**src/rtl/bcd_time_clock.sv**
```systemverilog
// 24-hour BCD time-of-day counter with a 1 Hz prescaler and edge-detected hour/minute
// set buttons. Drives the hr/min/sec time bus plus one-cycle second and minute strobes.
module bcd_time_clock #(
    parameter int unsigned TICKS_PER_SEC = 50_000_000
) (
    input  logic       clk,
    input  logic       rst,
    input  logic       run,
    input  logic       addhr,
    input  logic       addmin,
    output logic [7:0] hr,
    output logic [7:0] min,
    output logic [7:0] sec,
    output logic       sec_pulse,
    output logic       min_pulse
);

    localparam int unsigned PW = $clog2(TICKS_PER_SEC);
    localparam logic [PW-1:0] PRESC_LAST = PW'(TICKS_PER_SEC - 1);

    // Packed-BCD increment that wraps to 00 once the value reaches top.
    function automatic logic [7:0] bcd_inc(input logic [7:0] v, input logic [7:0] top);
        if (v == top) begin
            return 8'h00;
        end else if (v[3:0] == 4'd9) begin
            return {v[7:4] + 4'd1, 4'd0};
        end else begin
            return {v[7:4], v[3:0] + 4'd1};
        end
    endfunction

    logic [PW-1:0] presc_q, presc_d;
    logic [7:0]    hr_q, hr_d;
    logic [7:0]    min_q, min_d;
    logic [7:0]    sec_q, sec_d;
    logic          sec_pulse_q, sec_pulse_d;
    logic          min_pulse_q, min_pulse_d;
    logic          addhr_prev_q, addhr_prev_d;
    logic          addmin_prev_q, addmin_prev_d;

    logic hr_ev, min_ev, set_ev, tick;

    always_comb begin
        hr_ev  = addhr & ~addhr_prev_q;
        min_ev = addmin & ~addmin_prev_q;
        set_ev = hr_ev | min_ev;
        tick   = run && (presc_q == PRESC_LAST);

        presc_d       = presc_q;
        hr_d          = hr_q;
        min_d         = min_q;
        sec_d         = sec_q;
        sec_pulse_d   = 1'b0;
        min_pulse_d   = 1'b0;
        addhr_prev_d  = addhr;
        addmin_prev_d = addmin;

        // A set event wins over a coincident tick; the tick is simply dropped.
        if (set_ev) begin
            presc_d = '0;
            sec_d   = 8'h00;
            if (hr_ev) begin
                hr_d = bcd_inc(hr_q, 8'h23);
            end
            if (min_ev) begin
                min_d = bcd_inc(min_q, 8'h59);
            end
        end else if (tick) begin
            presc_d     = '0;
            sec_d       = bcd_inc(sec_q, 8'h59);
            sec_pulse_d = 1'b1;
            if (sec_q == 8'h59) begin
                min_d       = bcd_inc(min_q, 8'h59);
                min_pulse_d = 1'b1;
                if (min_q == 8'h59) begin
                    hr_d = bcd_inc(hr_q, 8'h23);
                end
            end
        end else if (run) begin
            presc_d = presc_q + PW'(1);
        end
    end

    always_ff @(posedge clk or posedge rst) begin
        if (rst) begin
            presc_q       <= '0;
            hr_q          <= 8'h00;
            min_q         <= 8'h00;
            sec_q         <= 8'h00;
            sec_pulse_q   <= 1'b0;
            min_pulse_q   <= 1'b0;
            addhr_prev_q  <= 1'b0;
            addmin_prev_q <= 1'b0;
        end else begin
            presc_q       <= presc_d;
            hr_q          <= hr_d;
            min_q         <= min_d;
            sec_q         <= sec_d;
            sec_pulse_q   <= sec_pulse_d;
            min_pulse_q   <= min_pulse_d;
            addhr_prev_q  <= addhr_prev_d;
            addmin_prev_q <= addmin_prev_d;
        end
    end

    assign hr        = hr_q;
    assign min       = min_q;
    assign sec       = sec_q;
    assign sec_pulse = sec_pulse_q;
    assign min_pulse = min_pulse_q;

endmodule

```
**config.mk**
```make
export PLATFORM = sky130hd
export DESIGN_NAME = bcd_time_clock
export DESIGN_NICKNAME = d
export VERILOG_FILES = /design/src/rtl/bcd_time_clock.sv
export SDC_FILE = /design/constraint.sdc
export NUM_CORES = 1
export LEC_CHECK = 0
export ABC_AREA = 1
export BUFFER_PORTS_ARGS = -buffer_cell sky130_fd_sc_hd__buf_2
export CAP_MARGIN = 20
export CORE_MARGIN = 4
export CORE_UTILIZATION = 60
export DETAILED_ROUTE_END_ITERATION = 12
export MAX_ROUTING_LAYER = met4
export PLACE_DENSITY = 0.85
export SYNTH_ARGS = -nofsm -noshare
export SYNTH_HDL_FRONTEND = slang
export SYNTH_SLANG_ARGS = --single-unit
```
**constraint.sdc**
```tcl
create_clock -name clk -period 2.2 [get_ports clk]
set_input_delay 0.44 -clock clk [delete_from_list [all_inputs] [get_ports clk]]
set_output_delay 0.44 -clock clk [all_outputs]
set_load 0.05 [all_outputs]
```
## Yosys cells after proc, flatten, opt, wreduce, memory -nomap -nowiden

Index checks and enable logic that the tools add are counted.

| cells by class | value |
|---|---|
| $add $sub $neg | 7 |
| equality and inequality tests | 9 |
| mux-type cells | 25 |
| bitwise operators | 5 |
| reduce and logical (&&, ||, !) cells | 9 |

Operators by type and width:

| cell | number |
|---|---|
| $mux W8 | 17 |
| $mux W26 | 3 |
| $add A26 B1 Y26 const B | 1 |
| $eq A26 B26 Y1 const B | 1 |
| $add A4 B1 Y4 const B | 6 |
| $eq A8 B7 Y1 const B | 2 |
| $eq A4 B4 Y1 const B | 3 |
| $eq A8 B6 Y1 const B | 1 |
| $reduce_bool A2 Y1 | 3 |
| $reduce_bool A3 Y1 | 2 |
| $mux W1 | 5 |
| $ne A2 B2 Y1 const B | 2 |
| $reduce_and A4 Y1 | 1 |
| $reduce_and A3 Y1 | 1 |
| $and A1 B1 Y1 | 2 |
| $not A1 Y1 | 2 |
| $reduce_and A2 Y1 | 1 |
| $logic_and A1 B1 Y1 | 1 |
| $or A1 B1 Y1 | 1 |

| storage, ports and cells | value |
|---|---|
| register bits after elaboration | 54 |
| bits of input ports | 5 |
| word-level logic and storage cells | 64 |

## Logic depth before layout (Yosys ltp)

Gate-level depths: netlist (run 1).

| logic depth | value |
|---|---|
| depth in word-level cells | 7 |
| depth in mapped cells | 11 |

## Least setup slack after synthesis (run 1)

Ideal clock, no wire load.

| timing path | value |
|---|---|
| kind | flip-flop to flip-flop |
| from | register sec_q[0] (netlist: sec[0]) |
| to | register hr_q[6] (netlist: hr[6]) |
| setup time | 120 ps |
| data arrival time | 1830 ps |
| data required time | 2080 ps |
| path slack | 250 ps |
| stages on the path, launching flop included | 11 |
| buffers on the path | 0 |
| clock period less this slack | 1950 ps |
| path through | dfrtp_1 > ha_1 > nand2_2 > nor2_4 > nand3_4 > nor2_4 > nand3_4 > nand2_4 > nand2_4 > nand2_1 > nand2_1 |

| between the ends | value |
|---|---|
| longest elaborated chain between the ends | 3 |

Ends and longest elaborated chain:

| what | RTL line | source |
|---|---|---|
| start, declared | 35 | `logic [7:0] sec_q, sec_d;` |
| start signal, assigned | 89 | `sec_q <= 8'h00;` |
| start signal, assigned | 98 | `sec_q <= sec_d;` |
| $eq A8 B7 Y1 | 72 | `if (sec_q == 8'h59) begin` |
| $reduce_bool A2 Y1 (no line) | - |  |
| $reduce_and A4 Y1 (no line) | - |  |
| end signal, assigned | 96 | `hr_q <= hr_d;` |
| end, declared | 33 | `logic [7:0] hr_q, hr_d;` |

Every way passes these cells.
A chain may end at the register's enable or synchronous reset.

## Final worst setup path (run 1)

| timing path | value |
|---|---|
| from | register presc_q[0] |
| to | register presc_q[20] |

| between the ends | value |
|---|---|
| longest elaborated chain between the ends | 4 |
| elaborated cells between the ends (all ways) | 7 |
| those cells by class | 1 x add/sub; 1 x eq/ne; 3 x mux; 2 x reduce/logical |

Ends and longest elaborated chain:

| what | RTL line | source |
|---|---|---|
| start, declared | 32 | `logic [PW-1:0] presc_q, presc_d;` |
| start signal, assigned | 95 | `presc_q <= presc_d;` |
| $add A26 B1 Y26 / $eq A26 B26 Y1 (equally long branches) | 80, 47 |  |
| $mux W26 / $logic_and A1 B1 Y1 (equally long branches) | 79, 47 |  |
| $mux W26 | 68 | `end else if (tick) begin` |
| $mux W26 | 59 | `if (set_ev) begin` |

Parallel ways exist; a longest one is shown, timed or not. The select of a mux whose other input is x is not followed.

==> results of run 1 <==
[critical path, stage by stage (launching register included)]
cell     delay (ns)
dfrtp_1        0.38
ha_1           0.19
nand3_1        0.13
inv_1          0.16
nand2_2        0.08
nor2_4         0.13
nand2_2        0.07
nand2_4        0.22
inv_2          0.18
o21ai_1        0.13
nor2_1         0.06
[final cells by class]
type / count / area, um^2
fillers: 456 / 1780
multi-input cells: 334 / 1770
flip-flops and latches: 54 / 1350
inverters: 60 / 225
repair buffers: 33 / 185
well taps: 72 / 90.1
clock buffers: 7 / 76.3
clock inverters: 1 / 30.0
[flip-flops by register name, indices dropped and copies added (netlist names)]
name,cells
min_pulse,1
sec,8
min,8
hr,8
addmin_prev_q,1
addhr_prev_q,1
sec_pulse,1
presc_q,26
[kinds of logic (layout without fill, tap and decap cells)]
family,count (synthesis),after routing,synth area share
AND/OR/NAND/NOR,282,282,0.396
adder cells (fa/ha/maj),13,13,0.0480
AO/OA/AOI/OAI,25,25,0.0425
XOR/XNOR,14,14,0.0362
flip-flops,54,54,0.399
buffers and inverters,65,101,0.0783
[power breakdown]
part | switching (uW) | total, uW | internal (uW)
Combinational | 636 | 869 | 233
Clock | 335 | 676 | 341
Sequential | 132 | 1220 | 1090
[per-layer routing]
metal  global-route usage  vias up
met3               0.0387       17
met1                0.323     1407
li1                     -     1494
met2                0.354       97
met4               0.0728        0
met5                    -        -
[per-stage QoR]
step	util	std cells	area (um^2)	hold WS [ns]
after floorplan	-	453	3390	0.471
after global placement	0.658	553	3620	0.492
after detailed placement	0.658	553	3620	0.501
after CTS	0.677	561	3730	0.197
after global routing	0.677	561	3730	0.212
final	0.677	561	3730	0.173
[placed cells by master, fill, tap and decap left out, drive strengths merged, types with 8 or more instances in the layout]
cell type / n
nand2: 134
ha: 13
dfrtp: 54
a21oi: 8
inv: 60
nor3: 15
nand4: 9
xor2: 12
nor2: 70
nand3: 40
o21ai: 14
buf: 33
[worst paths after layout]
kind                                         start                       to  depth (start not counted)
min reg2reg                presc_q[22]$_DFFE_PP0P_  presc_q[22]$_DFFE_PP0P_                          2
min in group clk                             addhr   addhr_prev_q$_DFF_PP0_                          1
max reg2reg                 presc_q[0]$_DFFE_PP0P_  presc_q[20]$_DFFE_PP0P_                         10
max                         presc_q[0]$_DFFE_PP0P_  presc_q[20]$_DFFE_PP0P_                         10
min                                            rst       min[4]$_DFFE_PP0P_                          2
max in group asynchronous                      rst  presc_q[18]$_DFFE_PP0P_                          3
==> reports/qor.csv, run 1 <==
stage;metric;value;unit
synth;Mapped Cells;453;
synth;synth cell count leaders;nand2_1, nor2_1, inv_1;
worst_setup_path;crit-path max FO;22;
place;pre-CTS setup slack;0.387;ns
final_layout;final net count;506;
drt;top sig layer;met4;
clock_tree;CTS Sinks;54;
synth;top post-synthesis cells by area;dfrtp_1, nand2_1, nor2_1;
synth;Yosys top cell by area;dfrtp_1;
synth;synth unique cells;32;
synth;cell area after synthesis;0.00339;mm^2
sta;Tcrit/Tclk final;0.838;
global_routing;initial antenna violation count;0;
synth;EDFF count, synth;0;
global_routing;GRT overflow;0;
sta;fin worst setup slack;0.356;ns
global_routing;first-pass GRT wire length;12900;um
synth;Synth Register Bits;54;
sta;Final TNS setup;0;ns
sta;worst relative slew slack;0.606;
sta;Worst Tran Pin Value;0.590;ns
synth;synthesized area per cell;7.48;um^2
clock_tree;Post-CTS Setup Repair Bufs;0;
floorplan;top-level port count;31;
floorplan;Die Wd;83.1;um
power_and_ir_drop;P per Cell Area;743;mW/mm^2
sta;RSZ-0062 raised after global routing;false;
clock_tree;Clock Pin Slew Worst Setup and Hold Paths;0.10;ns
synth;Mapped Nets;471;
synth;count leader, synth;nand2_1;
final_layout;ant diodes;0;
global_routing;vias in the first global route;2794;
global_routing;largest net degree at the start of global routing;30;
power_and_ir_drop;Final Power;2770;uW
worst_setup_path;CP required;2.41;ns
drt;Final ANT Viol Nets;0;
worst_setup_path;Setup CP Type;flip-flop to flip-flop;
sta;Worst Clk Skew;0.00763;ns
floorplan;Row Count;27;
job;Max-Cap Viols;0;
synth;Primary FF master, synth;dfrtp_1;
drt;drt wl/cell;13.1;um
floorplan;Vert. Die Dim;83.1;um
synth;asr flop ratio synth;1.00;
drt;Starting DRT DRC Count;279;
synth;synth warn;0;
drt;final wirelength;7350;um
global_routing;Total GRT Usage;0.234;
sta;f_max;542;MHz
worst_setup_path;Setup crit end kind;flip-flop;
status;status;finished clean;
floorplan;die area;0.00691;mm^2
clock_tree;CTS max path bufs;2;
clock_tree;CTS tree;yes;
sta;Final min period;1.84;ns
synth;Seq/Total Area, Yosys;0.399;
worst_setup_path;CP Launch Type;flip-flop;
power_and_ir_drop;Worst VDD drop;487;uV
clock_tree;CTS H-tree lvls;2;
place;port buffer count;30;
drt;DRC errors left;0;
clock_tree;clk_lat worst skew;0.32;ns
drt;1st-pass router iterations;5;
clock_tree;PostCTS Resize Cnt;0;
place;dpl hpwl;5460;um
drt;vias per cell;5.37;
drt;routed wl met2;3380;um
clock_tree;# hold bufs at CTS;0;
place;RePlAce Congestion;0.979;
drt;met1 WL;3430;um
clock_tree;TritonCTS Buffers;5;
clock_tree;Root Buffer;clkbuf_8;
synth;post-synth top area share;0.399;
power_and_ir_drop;static leakage;0.00188;uW
floorplan;area of the core;0.00551;mm^2
drt;total number of vias;3015;
hold_path;Hold Path Class;input pin to asynchronous set/reset pin;
worst_setup_path;Reg2Reg Setup Slack;0.36;ns
worst_setup_path;worst path arrival time;2.05;ns
floorplan;starting density of the core;0.615;
final_layout;Syn-to-layout area delta;10.1;%
drt;routed wl met3;387;um
sta;final setup fails;0;
final_layout;share of layout cells above drive strength 1;0.157;
sta;max-slew violations;0;
sta;Final Hold Fails;0;
(Power assumes the default switching activity.)
==> run 2, diff against run 1 <==
==> constraint.sdc (replaced) <==
create_clock -name clk -period 1.85 [get_ports clk]
set_input_delay 0.37 -clock clk [delete_from_list [all_inputs] [get_ports clk]]
set_output_delay 0.37 -clock clk [all_outputs]
set_load 0.05 [all_outputs]
==> reports/qor.csv, run 2 (synthesized netlist as in run 1, its figures left out) <==
stage;metric;value;unit;change
clock_tree;clk_lat worst skew;0.31;ns;about the same
global_routing;largest net degree at the start of global routing;24;;-20%
floorplan;Row Count;27;;unchanged
drt;total number of vias;3028;;+0.43%
place;dpl hpwl;5660;um;+3.7%
place;Placed Cells;560;;+1.3%
power_and_ir_drop;Worst VDD drop;689;uV;+42%
floorplan;starting density of the core;0.615;;unchanged
job;Max-Cap Viols;0;;unchanged
final_layout;Layout Cells excl Fill;568;;+1.2%
clock_tree;CTS Sinks;54;;unchanged
sta;Worst Clk Skew;0.00643;ns;-0.00120 ns
place;port buffer count;30;;unchanged
drt;vias per cell;5.33;;-0.81%
power_and_ir_drop;P per Cell Area;880;mW/mm^2;+18%
worst_setup_path;Setup crit end kind;flip-flop;;
clock_tree;Clock Pin Slew Worst Setup and Hold Paths;0.09;ns;about the same
clock_tree;Root Buffer;clkbuf_8;;
sta;Final Hold Fails;0;;unchanged
final_layout;share of layout cells above drive strength 1;0.181;;+0.0240
worst_setup_path;CP required;2.06;ns;-0.35 ns
global_routing;vias in the first global route;2898;;+3.7%
global_routing;initial antenna violation count;0;;unchanged
drt;final wirelength;7500;um;+2.0%
floorplan;die area;0.00691;mm^2;unchanged
drt;Starting DRT DRC Count;226;;-19%
worst_setup_path;worst path arrival time;1.90;ns;-0.15 ns
floorplan;top-level port count;31;;unchanged
sta;Final min period;1.69;ns;-0.154 ns
sta;Worst Tran Pin Value;0.492;ns;-0.0982 ns
worst_setup_path;Setup CP Type;flip-flop to flip-flop;;
power_and_ir_drop;static leakage;0.00192;uW;+1.8%
hold_path;Hold Path Class;input pin to asynchronous set/reset pin;;
sta;f_max;592;MHz;+9.1%
global_routing;Total GRT Usage;0.238;;+0.00455
clock_tree;CTS tree;yes;;
worst_setup_path;crit-path max FO;20;;-9.1%
clock_tree;CTS H-tree lvls;2;;unchanged
final_layout;final core occ;0.690;;+0.0125
drt;drt wl/cell;13.2;um;+0.77%
floorplan;Vert. Die Dim;83.1;um;unchanged
sta;RSZ-0062 raised after global routing;true;;
floorplan;Die Wd;83.1;um;unchanged
floorplan;area of the core;0.00551;mm^2;unchanged
final_layout;fillers;444;;-2.6%
status;status;finished clean;;
clock_tree;TritonCTS Buffers;5;;unchanged
worst_setup_path;largest delay contributor family on the critical path;simple AND/OR/NAND/NOR gates;;
final_layout;Largest Register;presc_q;;
worst_setup_path;WP buf/inv;1;;-1
sta;worst relative slew slack;0.671;;+0.0656
clock_tree;CTS max path bufs;2;;unchanged
global_routing;first-pass GRT wire length;13400;um;+3.7%
drt;Final ANT Viol Nets;0;;unchanged
final_layout;commonest non-fill, non-tap cell in the layout;nand2_1;;
worst_setup_path;crit-path cells;ha_1 > nand3_1 > inv_2 > nand2_2 > nor2_4 > nand2_2 > nand2_8 > o21ai_1 > nand2_1 > nand2_1;;
final_layout;ant diodes;0;;unchanged
final_layout;final net count;513;;+1.4%
final_layout;max reg flops;26;;unchanged
sta;final setup fails;0;;unchanged
worst_setup_path;CP Launch Type;flip-flop;;
global_routing;GRT overflow;0;;unchanged
worst_setup_path;CP max stage delay;0.39;ns;about the same
final_layout;Syn-to-layout area delta;12.1;%;
worst_setup_path;Slowest cell on crit path;dfrtp_1;;
place;RePlAce Congestion;0.934;;-4.6%
sta;Fin Hold WS;0.0675;ns;-0.105 ns
drt;1st-pass router iterations;4;;-1
sta;max-slew violations;0;;unchanged
final_layout;most frequent cells in the layout;nand2_1, nor2_1, inv_1;;
sta;Tcrit/Tclk final;0.914;;+0.0752
power_and_ir_drop;Final Power;3340;uW;+21%
drt;DRC errors left;0;;unchanged
run 2: changes by cell type in the layout (fill, tap and decap cells not counted), sizes merged:
cell / before / now
buf: 33 / 40
run 2: metrics by stage:
stage | worst slack (ns) | TNS, ns | area, um^2
global route | -0.0114 | -0.0114 | 3800
finish | 0.160 | 0 | 3800
global placement | 0.182 | 0 | 3660
floorplan | 0.00490 | 0 | 3390
CTS | 0.0530 | 0 | 3780
detailed placement | 0.0702 | 0 | 3660
run 2: final timing paths:
path / startpoint / to / slack [ns] / cells past startpoint
max in group asynchronous: rst / presc_q[11]$_DFFE_PP0P_ / 1.19 / 3
worst max-delay path: presc_q[1]$_DFFE_PP0P_ / sec[4]$_DFFE_PP0P_ / 0.16 / 10
worst max register to register: presc_q[1]$_DFFE_PP0P_ / sec[4]$_DFFE_PP0P_ / 0.16 / 10
worst min-delay path: rst / min_pulse$_DFF_PP0_ / 0.07 / 2
worst min register to register: presc_q[14]$_DFFE_PP0P_ / presc_q[14]$_DFFE_PP0P_ / 0.53 / 2
min in group clk: addhr / addhr_prev_q$_DFF_PP0_ / 0.18 / 1
run 2: cell type report:
| class | count | area [um^2] | share of cell area |
|---|---|---|---|
| tap | 72 | 90.1 | 0.0237 |
| multi-input combinational | 334 | 1780 | 0.470 |
| inverter | 60 | 228 | 0.0600 |
| clock buffer | 7 | 86.3 | 0.0227 |
| clock inverter | 1 | 30.0 | 0.00791 |
| sequential | 54 | 1350 | 0.357 |
| timing repair buffer | 40 | 225 | 0.0593 |
run 2: worst register-to-register path, delay by kind of cell, from the launching register on:
kind            cells  cell delay [ns]
compound gates      1             0.15
fa+ha+maj           1             0.17
buf+inv             1             0.13
simple gates        7             0.75
flops               1             0.39
run 2: repair_timing:
| item | 4_1_cts | 5_1_grt |
|---|---|---|
| hold buffers | 0 | 0 |
| gates resized for setup | 0 | 6 |
| endpoints found under the setup margin | 0 | 25 |
| setup buffers | 0 | 0 |
run 2: metal layers:
metal	GRT usage	wire (um)	up-vias	share of wire
met3	0.0337	314	16	0.042
met5	-	0	-	0
met2	0.380	3520	70	0.47
met4	0.0669	158	0	0.021
li1	-	-	1510	-
met1	0.320	3500	1432	0.47
run 2: where the power goes:
| part | internal [uW] | total (uW) | switching [uW] |
|---|---|---|---|
| Combinational | 283 | 1050 | 763 |
| Sequential | 1300 | 1460 | 160 |
| Clock | 442 | 834 | 392 |
| Total | 2030 | 3340 | 1310 |
==> run 3, diff against run 2 <==
--- a/config.mk
+++ b/config.mk
@@ -8,7 +8,6 @@
 export ABC_AREA = 1
 export BUFFER_PORTS_ARGS = -buffer_cell sky130_fd_sc_hd__buf_2
 export CAP_MARGIN = 20
-export CORE_MARGIN = 4
 export CORE_UTILIZATION = 60
 export DETAILED_ROUTE_END_ITERATION = 12
 export MAX_ROUTING_LAYER = met4
==> reports/qor.csv, run 3 (synthesized netlist as in run 1, its figures left out) <==
stage;metric;value;unit;change
global_routing;GRT overflow;0;;unchanged
floorplan;area of the core;0.00527;mm^2;-4.3%
hold_path;Hold Path Class;input pin to flip-flop;;
worst_setup_path;CP Launch Type;flip-flop;;
final_layout;Multi-input gate area;0.00178;mm^2;unchanged
worst_setup_path;Setup crit end kind;flip-flop;;
drt;final wirelength;7470;um;-0.39%
drt;top sig layer;met4;;
hold_path;hold depth;1;;
final_layout;max reg flops;26;;unchanged
sta;f_max;582;MHz;-1.6%
worst_setup_path;CP required;2.06;ns;about the same
sta;worst relative slew slack;0.809;;+0.138
final_layout;share of layout cells above drive strength 1;0.178;;-0.00331
clock_tree;CTS max path bufs;2;;unchanged
worst_setup_path;crit-path max FO;10;;-50%
sta;final setup fails;0;;unchanged
clock_tree;Root Buffer;clkbuf_8;;
sta;Final min period;1.72;ns;+0.0270 ns
sta;RSZ-0062 raised after global routing;false;;
drt;routed wl met3;315;um;+0.32%
worst_setup_path;Setup CP Type;flip-flop to flip-flop;;
clock_tree;Clock Pin Slew Worst Setup and Hold Paths;0.10;ns;about the same
drt;vias per cell;5.34;;+0.11%
drt;drt wl/cell;13.2;um;+0.32%
power_and_ir_drop;static leakage;0.00190;uW;-0.69%
final_layout;final net count;511;;-0.39%
power_and_ir_drop;P per Cell Area;880;mW/mm^2;about the same
status;status;finished clean;;
clock_tree;TritonCTS Buffers;5;;unchanged
final_layout;final core occ;0.719;;+0.0298
final_layout;commonest non-fill, non-tap cell in the layout;nand2_1;;
floorplan;die area;0.00595;mm^2;-14%
sta;Worst Clk Skew;0.00651;ns;+0.0000796 ns
sta;max-slew violations;0;;unchanged
global_routing;first-pass GRT wire length;12700;um;-4.9%
worst_setup_path;r2r worst-path depth;11;;+1
drt;met1 WL;3440;um;-1.8%
drt;1st-pass router iterations;4;;unchanged
clock_tree;CTS tree;yes;;
place;RePlAce Congestion;0.983;;+5.3%
drt;Starting DRT DRC Count;231;;+2.2%
sta;Tcrit/Tclk final;0.928;;+0.0146
place;pre-CTS setup slack;0.102;ns;+0.0322 ns
floorplan;starting density of the core;0.643;;+0.0276
floorplan;Row Count;26;;-3.7%
final_layout;Largest Register;presc_q;;
final_layout;fillers;415;;-6.5%
final_layout;Syn-to-layout area delta;11.9;%;
sta;Final Hold Fails;0;;unchanged
drt;total number of vias;3010;;-0.59%
global_routing;Total GRT Usage;0.276;;+0.0374
place;dpl hpwl;5500;um;-2.7%
floorplan;Vert. Die Dim;77.1;um;-7.2%
final_layout;Reg area;0.00136;mm^2;+0.18%
clock_tree;CTS Sinks;54;;unchanged
final_layout;post-route cell area;0.00379;mm^2;-0.16%
global_routing;vias in the first global route;2813;;-2.9%
job;Max-Cap Viols;0;;unchanged
final_layout;most frequent cells in the layout;nand2_1, nor2_1, inv_1;;
power_and_ir_drop;Worst VDD drop;757;uV;+9.8%
global_routing;largest net degree at the start of global routing;48;;+100%
place;DP Area;0.00364;mm^2;-0.55%
drt;routed wl met2;3580;um;+1.7%
sta;Worst Tran Pin Value;0.284;ns;-0.208 ns
sta;fin worst setup slack;0.133;ns;-0.0270 ns
clock_tree;clk_lat worst skew;0.32;ns;about the same
sta;Fin Hold WS;0.181;ns;+0.114 ns
global_routing;initial antenna violation count;0;;unchanged
drt;Final ANT Viol Nets;0;;unchanged
sta;Final TNS setup;0;ns;unchanged
final_layout;ant diodes;0;;unchanged
clock_tree;CTS H-tree lvls;2;;unchanged
floorplan;Die Wd;77.1;um;-7.2%
worst_setup_path;worst path arrival time;1.93;ns;+0.03 ns
drt;DRC errors left;0;;unchanged
place;port buffer count;30;;unchanged
floorplan;top-level port count;31;;unchanged
## run 3: changes by cell type in the layout (fill, tap and decap cells not counted), sizes merged
cell	previous run	this run
clkbuf	7	6
dlygate4sd3	0	1
clkinvlp	0	1
buf	40	37
## run 3: routing by layer
metal | vias to the layer above | global-route usage
met5 | - | -
met4 | 0 | 0.0887
met3 | 11 | 0.0429
met2 | 69 | 0.440
met1 | 1423 | 0.360
li1 | 1507 | -
## run 3: final cells by class
class / instances / area share
Tap cell: 70 / 0.0231
Clock buffer: 6 / 0.0191
Sequential cell: 54 / 0.358
Multi-Input combinational cell: 334 / 0.471
Clock inverter: 2 / 0.00990
Inverter: 60 / 0.0601
Timing Repair Buffer: 38 / 0.0594
## run 3: stage by stage
step / power (uW) / std cells
2_1_floorplan: 2270 / 453
3_3_place_gp: 2480 / 554
3_5_place_dp: 2540 / 554
4_1_cts: 3330 / 563
5_1_grt: 3500 / 564
6_report: 3340 / 564
## run 3: critical path, cell delays in order (launching register included)
cell and delay [ns]:
dfrtp_1 0.43, inv_1 0.07, ha_1 0.14, inv_1 0.06
nor2_2 0.17, nand3_1 0.15, nor2_4 0.13, nand3_4 0.10
nand2_4 0.14, nand2_4 0.07, nand2_1 0.07, nand2_1 0.06
## run 3: final timing paths
kind,end,startpoint,slack (ns)
hold / removal,addhr_prev_q$_DFF_PP0_,addhr,0.18
setup / recovery,hr[4]$_DFFE_PP0P_,min[5]$_DFFE_PP0P_,0.13
hold reg to reg,presc_q[1]$_DFFE_PP0P_,presc_q[1]$_DFFE_PP0P_,0.54
min in group asynchronous,addhr_prev_q$_DFF_PP0_,rst,0.53
max in group asynchronous,sec[0]$_DFFE_PP0P_,rst,0.80
setup reg to reg,hr[4]$_DFFE_PP0P_,min[5]$_DFFE_PP0P_,0.13
## run 3: timing repair
action	4_1_cts	5_1_grt
setup buffers	0	1
endpoints found under the hold margin	7	0
gates resized for setup	0	7
endpoints found under the setup margin	0	20
hold buffers	1	0
## run 3: where the power goes
group	switching [uW]	leakage, uW	internal, uW
Combinational	779	0.00113	291
Sequential	159	0.000726	1300
Clock	402	0.0000514	404
